File: src/rtl/mdu_sequencer.sv
// mdu_sequencer: multi-cycle MULTU/DIVU engine that borrows the shared
// combinational ALU for one shift-add / shift-subtract step per clock and
// keeps the architectural HI/LO result registers.
module mdu_sequencer #(
    parameter int WIDTH = 32,
    parameter int ITER  = 32
) (
    input  logic             clk,
    input  logic             reset,
    input  logic             start_i,
    input  logic [1:0]       op_i,
    input  logic [WIDTH-1:0] rs_i,
    input  logic [WIDTH-1:0] rt_i,
    output logic             busy_o,
    output logic             done_o,
    output logic             div_by_zero_o,
    output logic [WIDTH-1:0] hi_o,
    output logic [WIDTH-1:0] lo_o,
    output logic [3:0]       alu_operation_o,
    output logic [WIDTH-1:0] alu_a_o,
    output logic [WIDTH-1:0] alu_b_o,
    output logic [4:0]       alu_shamt_o,
    input  logic [WIDTH-1:0] alu_data_i
);

    localparam logic [3:0] ALU_ADD = 4'b0011;
    localparam logic [3:0] ALU_SUB = 4'b0001;
    localparam logic [3:0] ALU_NOP = 4'b1001;
    localparam int         CW      = (ITER > 1) ? $clog2(ITER) : 1;
    localparam logic [CW-1:0] LAST = CW'(ITER - 1);

    typedef enum logic [1:0] {S_IDLE, S_CALC, S_DONE} state_t;

    // acc: product high half (MULTU) or partial remainder (DIVU)
    // shr: multiplier shifting out / product low half (MULTU) or quotient (DIVU)
    // opnd: multiplicand (MULTU) or divisor (DIVU)
    state_t          state_q, state_d;
    logic [WIDTH-1:0] acc_q, acc_d;
    logic [WIDTH-1:0] shr_q, shr_d;
    logic [WIDTH-1:0] opnd_q, opnd_d;
    logic             is_div_q, is_div_d;
    logic [CW-1:0]    cnt_q, cnt_d;
    logic [WIDTH-1:0] hi_q, hi_d;
    logic [WIDTH-1:0] lo_q, lo_d;
    logic             dbz_q, dbz_d;
    logic             busy_q, busy_d;
    logic             done_q, done_d;

    logic [3:0]       alu_op_c;
    logic [WIDTH-1:0] alu_a_c;
    logic [WIDTH-1:0] alu_b_c;
    logic [WIDTH-1:0] acc_nx;
    logic [WIDTH-1:0] shr_nx;
    logic [WIDTH-1:0] rem_sh;
    logic             carry;
    logic             ge;

    assign rem_sh = {acc_q[WIDTH-2:0], shr_q[WIDTH-1]};

    // One iteration: drive the ALU and form the post-step acc/shr values.
    always_comb begin
        alu_op_c = ALU_NOP;
        alu_a_c  = '0;
        alu_b_c  = '0;
        acc_nx   = acc_q;
        shr_nx   = shr_q;
        carry    = 1'b0;
        ge       = 1'b0;
        if (state_q == S_CALC) begin
            if (is_div_q) begin
                // Restoring division; acc[MSB] set means the shifted value
                // overflowed WIDTH bits and is certainly >= divisor.
                alu_op_c = ALU_SUB;
                alu_a_c  = rem_sh;
                alu_b_c  = opnd_q;
                ge       = acc_q[WIDTH-1] | (rem_sh >= opnd_q);
                acc_nx   = ge ? alu_data_i : rem_sh;
                shr_nx   = {shr_q[WIDTH-2:0], ge};
            end else begin
                // Shift-add multiply; carry-out recovered from unsigned wrap.
                alu_a_c = acc_q;
                if (shr_q[0]) begin
                    alu_op_c = ALU_ADD;
                    alu_b_c  = opnd_q;
                end
                carry  = shr_q[0] && (alu_data_i < acc_q);
                acc_nx = {carry, alu_data_i[WIDTH-1:1]};
                shr_nx = {alu_data_i[0], shr_q[WIDTH-1:1]};
            end
        end
    end

    assign alu_operation_o = alu_op_c;
    assign alu_a_o         = alu_a_c;
    assign alu_b_o         = alu_b_c;
    assign alu_shamt_o     = '0;

    // Next-state and result update; hi/lo only move at completion.
    always_comb begin
        state_d  = state_q;
        acc_d    = acc_q;
        shr_d    = shr_q;
        opnd_d   = opnd_q;
        is_div_d = is_div_q;
        cnt_d    = cnt_q;
        hi_d     = hi_q;
        lo_d     = lo_q;
        dbz_d    = dbz_q;
        case (state_q)
            S_IDLE: begin
                if (start_i && !op_i[1]) begin
                    dbz_d    = 1'b0;
                    is_div_d = op_i[0];
                    cnt_d    = '0;
                    acc_d    = '0;
                    if (op_i[0] && (rt_i == '0)) begin
                        state_d = S_DONE;
                        hi_d    = rs_i;
                        lo_d    = '1;
                        dbz_d   = 1'b1;
                    end else begin
                        state_d = S_CALC;
                        opnd_d  = op_i[0] ? rt_i : rs_i;
                        shr_d   = op_i[0] ? rs_i : rt_i;
                    end
                end
            end
            S_CALC: begin
                acc_d = acc_nx;
                shr_d = shr_nx;
                cnt_d = cnt_q + 1'b1;
                if (cnt_q == LAST) begin
                    state_d = S_DONE;
                    hi_d    = acc_nx;
                    lo_d    = shr_nx;
                end
            end
            S_DONE:  state_d = S_IDLE;
            default: state_d = S_IDLE;
        endcase
        busy_d = (state_d == S_CALC);
        done_d = (state_d == S_DONE);
    end

    // State and registered outputs; async active-low reset aborts any op.
    always_ff @(posedge clk or negedge reset) begin
        if (!reset) begin
            state_q  <= S_IDLE;
            acc_q    <= '0;
            shr_q    <= '0;
            opnd_q   <= '0;
            is_div_q <= 1'b0;
            cnt_q    <= '0;
            hi_q     <= '0;
            lo_q     <= '0;
            dbz_q    <= 1'b0;
            busy_q   <= 1'b0;
            done_q   <= 1'b0;
        end else begin
            state_q  <= state_d;
            acc_q    <= acc_d;
            shr_q    <= shr_d;
            opnd_q   <= opnd_d;
            is_div_q <= is_div_d;
            cnt_q    <= cnt_d;
            hi_q     <= hi_d;
            lo_q     <= lo_d;
            dbz_q    <= dbz_d;
            busy_q   <= busy_d;
            done_q   <= done_d;
        end
    end

    assign busy_o        = busy_q;
    assign done_o        = done_q;
    assign div_by_zero_o = dbz_q;
    assign hi_o          = hi_q;
    assign lo_o          = lo_q;

endmodule

File: config.mk
export PLATFORM = sky130hd
export DESIGN_NAME = mdu_sequencer
export DESIGN_NICKNAME = d
export VERILOG_FILES = /design/src/rtl/mdu_sequencer.sv
export SDC_FILE = /design/constraint.sdc
export NUM_CORES = 1
export LEC_CHECK = 0
export BUFFER_PORTS_ARGS = -buffer_cell sky130_fd_sc_hd__buf_4
export CORE_MARGIN = 4
export CORE_UTILIZATION = 25
export CTS_BUF_LIST = sky130_fd_sc_hd__clkbuf_8
export DETAILED_ROUTE_END_ITERATION = 7
export PLACE_DENSITY = 0.46
export SKIP_LAST_GASP = 1
export SYNTH_ARGS = -nofsm -noshare
export SYNTH_HDL_FRONTEND = slang
export SYNTH_SLANG_ARGS = --single-unit
File: constraint.sdc
create_clock -name clk -period 2.6 [get_ports clk]
set_clock_uncertainty 0.05 [all_clocks]
set_input_delay 0 -clock clk [delete_from_list [all_inputs] [get_ports clk]]
set_output_delay 0 -clock clk [all_outputs]
set_load 0.02 [all_outputs]
==> results.toml <==
[drt]
drt_iter0_markers = 657
wl_um = 45820
antenna_left = 0
vias = 10780
dr.pass1.iters = 5
drc = 0
vias_per_cell = 4.916
drt-wirelength-per-cell_um = 20.90

[power]
leakagePower_nw = 7.164
peakVddDrop_mv = 1.035
power_density_nw_per_um2 = 1313
p_total_mw = 20.93

[worst_setup_path]
r2r-start = "acc_q[6]"
worstPathCellList = "ha_1 -> nand3_1 -> a311o_1 -> o211ai_4 -> buf_12 -> a211oi_1 -> a221oi_4 -> o21ai_1"
crit_arrival_ps = 2950
timing.rr.end = "acc_q[31]"
slowest_stage = "dfrtp_1"
endpoint_kind = "flop"
cp_slowest_stage_delay_ps = 440
required_ps = 2900
path_class = "flop to flop"
reg2reg_slack_ps = -60
worstSetupStartpointType = "flop"
crit_start = "acc_q[6]"
r2r_cells = 8
crit_path_end = "acc_q[31]"
path_max_fanout = 32

[place]
place_hpwl_um = 33620
place_ws_ps = -188.6
dp_cells = 2028
globalplace.congestion = 0.8227
port_buffers = 233

[synthesis]
muxShareOfSynthArea_pct = 11.42
synth-simple-area-share_pct = 12.57
synth-seq-area-share_pct = 38.76
synth.avg_cell_area_um2 = 9.057
synth_flop_cell = "dfrtp_1"
synth_compound_area_share_pct = 23.16
ys.warnings.count = 0
synth_area_um2 = 11040
synth_xor_area_share_pct = 0
ys_types = 50
synth_top_family_by_area = "compound AO/OA/AOI/OAI gates"
syn_inst = 1219
synth_edf_count = 0
synth-seq-cells = 171
synth_async_sr_flop_share_pct = 100.0
synth_fa_ha_area_share_pct = 7.366

[grt]
grt_pass1_vias = 11190
grtUsageTotal_pct = 18.67
grt_max_degree = 99
antenna_found_initial = 1
grt_pass1_wl_um = 68440
grt-ovfl-total = 0

[flow_run]
cap_violations = 0

[floorplan]
std_cell_rows = 76
io_pins = 241
start_util_pct = 25.46
dieArea_um2 = 47590
die_w_um = 218.2
core_um2 = 43360
die_h_um = 218.2

[sta]
relSlewSlack_pct = 33.70
fin_setup_tns_ps = -353.0
maxSlewViolCount = 0
fin_crit_sh_pct = 102.1
hold_violations = 0
tightest_slew_ps = 993.5
finalSetupViolCount = 21
setup_ws_ps = -55.54
fin_crit_ps = 2656
rsz0062_at_grt = "true"
max_freq_mhz = 376.6
holdWs_ps = 66.46

[layout]
nets = 1760
drive_above_1_share_pct = 27.44
layout.cells.non_filler = 2192
syn_to_final_growth_pct = 44.37
diodes = 0

[clock_network]
cts.clk_slew.worst_paths_ps = 120
clock-root-buffer = "clkbuf_8"
clk_latency_ps = 480
clockBufferDepth = 2
clock_sinks = 171
cts_buffers = 17
cts_tree = "done"
htreeDepth = 4

[status]
status = "finished, violations left"
violations = "setup timing"

[hold_path]
hp-class = "primary input to asynchronous set/reset pin"
==> sequential cells by signal (all words and copies together), names as in the netlist <==
| signal | flops |
|---|---|
| acc_q | 32 |
| is_div_q | 1 |
| cnt_q | 5 |
| busy_o | 1 |
| shr_q | 32 |
| lo_o | 32 |
| done_o | 1 |
| state_q | 2 |
| hi_o | 32 |
| opnd_q | 32 |
| div_by_zero_o | 1 |
==> worst min path at each step <==
stage,from,to,slack (ps),cells past startpoint
2_1_floorplan,reset,acc_q[0],-350,0
3_3_place_gp,reset,lo_o[10],-90,1
3_5_place_dp,reset,lo_o[9],-80,1
4_1_cts,reset,lo_o[9],60,3
5_1_grt,reset,lo_o[10],60,3
6_report,reset,lo_o[10],70,3
==> layout by cell type (no fill, tap or decap), types with 9 or more instances in the layout <==
cell	n
clkbuf_8	17
o21ai_0	108
o21ai_1	35
a211oi_2	35
a211oi_4	18
dfrtp_1	170
nor2_1	104
o211ai_1	32
buf_12	11
a211oi_1	13
a21oi_1	48
mux2i_1	125
dlygate4sd3_1	130
nand4_1	9
inv_1	66
o31ai_1	20
nand2_1	126
o31ai_2	11
and3_1	33
a21o_1	9
buf_4	303
ha_1	64
a31oi_1	30
==> metal layers <==
metal	vias up	global-route usage [%]	share of wire, %
li1	5123	-	-
met1	5318	25.34	46
met2	290	31.36	48
met3	44	2.809	4.3
met4	0	4.571	2.1
met5	-	0	0
==> critical path, delay by kind of cell (launching register included) <==
family                   cells  cell delay (ps)
AO/OA/AOI/OAI                5             1240
adder cells (fa/ha/maj)      1              360
buffers and inverters        1              300
flip-flops                   1              440
AND/OR/NAND/NOR              1               90
==> Yosys cell counts (4+ instances only) <==
library cell / instances / share of area, %
a211oi_1: 38 / 2.6
a211oi_2: 28 / 3.2
a21o_1: 9 / 0.61
a21oi_1: 51 / 2.3
a31oi_1: 30 / 1.7
and3_1: 33 / 1.9
buf_1: 8 / 0.27
buf_2: 14 / 0.63
buf_4: 8 / 0.54
buf_6: 8 / 0.82
clkbuf_1: 60 / 2.0
dfrtp_1: 171 / 39
ha_1: 65 / 7.4
inv_1: 67 / 2.3
mux2i_1: 126 / 11
nand2_1: 126 / 4.3
nand2b_1: 4 / 0.23
nand3_1: 7 / 0.32
nand4_1: 9 / 0.51
nor2_1: 107 / 3.6
nor2b_1: 4 / 0.23
nor4_1: 7 / 0.40
o211ai_1: 32 / 2.2
o21ai_0: 115 / 5.2
o21ai_1: 30 / 1.4
o31ai_1: 20 / 1.4
o31ai_2: 11 / 1.2
==> cell families (layout without fill, tap and decap cells) <==
group | after synthesis | after routing
muxes | 126 | 126
other | 2 | 7
and+or+nand+nor | 310 | 311
DFF | 171 | 171
buffers and inverters | 167 | 549
AOI/OAI and AO/OA | 378 | 378
adders and majority gates | 65 | 65
==> metrics by stage <==
step,instance area [um2],util [%]
after global routing,15940,36.76
after floorplan,11060,-
final,15940,36.76
after detailed placement,13860,31.97
after CTS,15750,36.32
after global placement,13860,31.97
==> where the power goes <==
part | switching, mW | internal (mW)
Combinational | 8.42 | 5.56
Sequential | 0.998 | 3.93
Clock | 1.16 | 0.874
Total | 10.6 | 10.4
==> cell type report <==
type / instances / area (um2)
Multi-Input combinational cell: 887 / 6411
Tap cell: 585 / 732.0
Timing Repair Buffer: 448 / 3857
Clock buffer: 17 / 234.0
Sequential cell: 171 / 4283
Inverter: 69 / 259.0
Fill cell: 4539 / 27420
Clock inverter: 15 / 162.7
==> what timing repair did <==
| action | in CTS | in global routing |
|---|---|---|
| setup buffers | 0 | 0 |
| hold buffers | 131 | 0 |
| pin swaps | 9 | 22 |
| resized for setup | 30 | 40 |
| hold endpoints to repair | 301 | 0 |
| cloned | 0 | 1 |
| endpoints found under the setup margin | 65 | 77 |
Power figures use the tool's default switching activity.
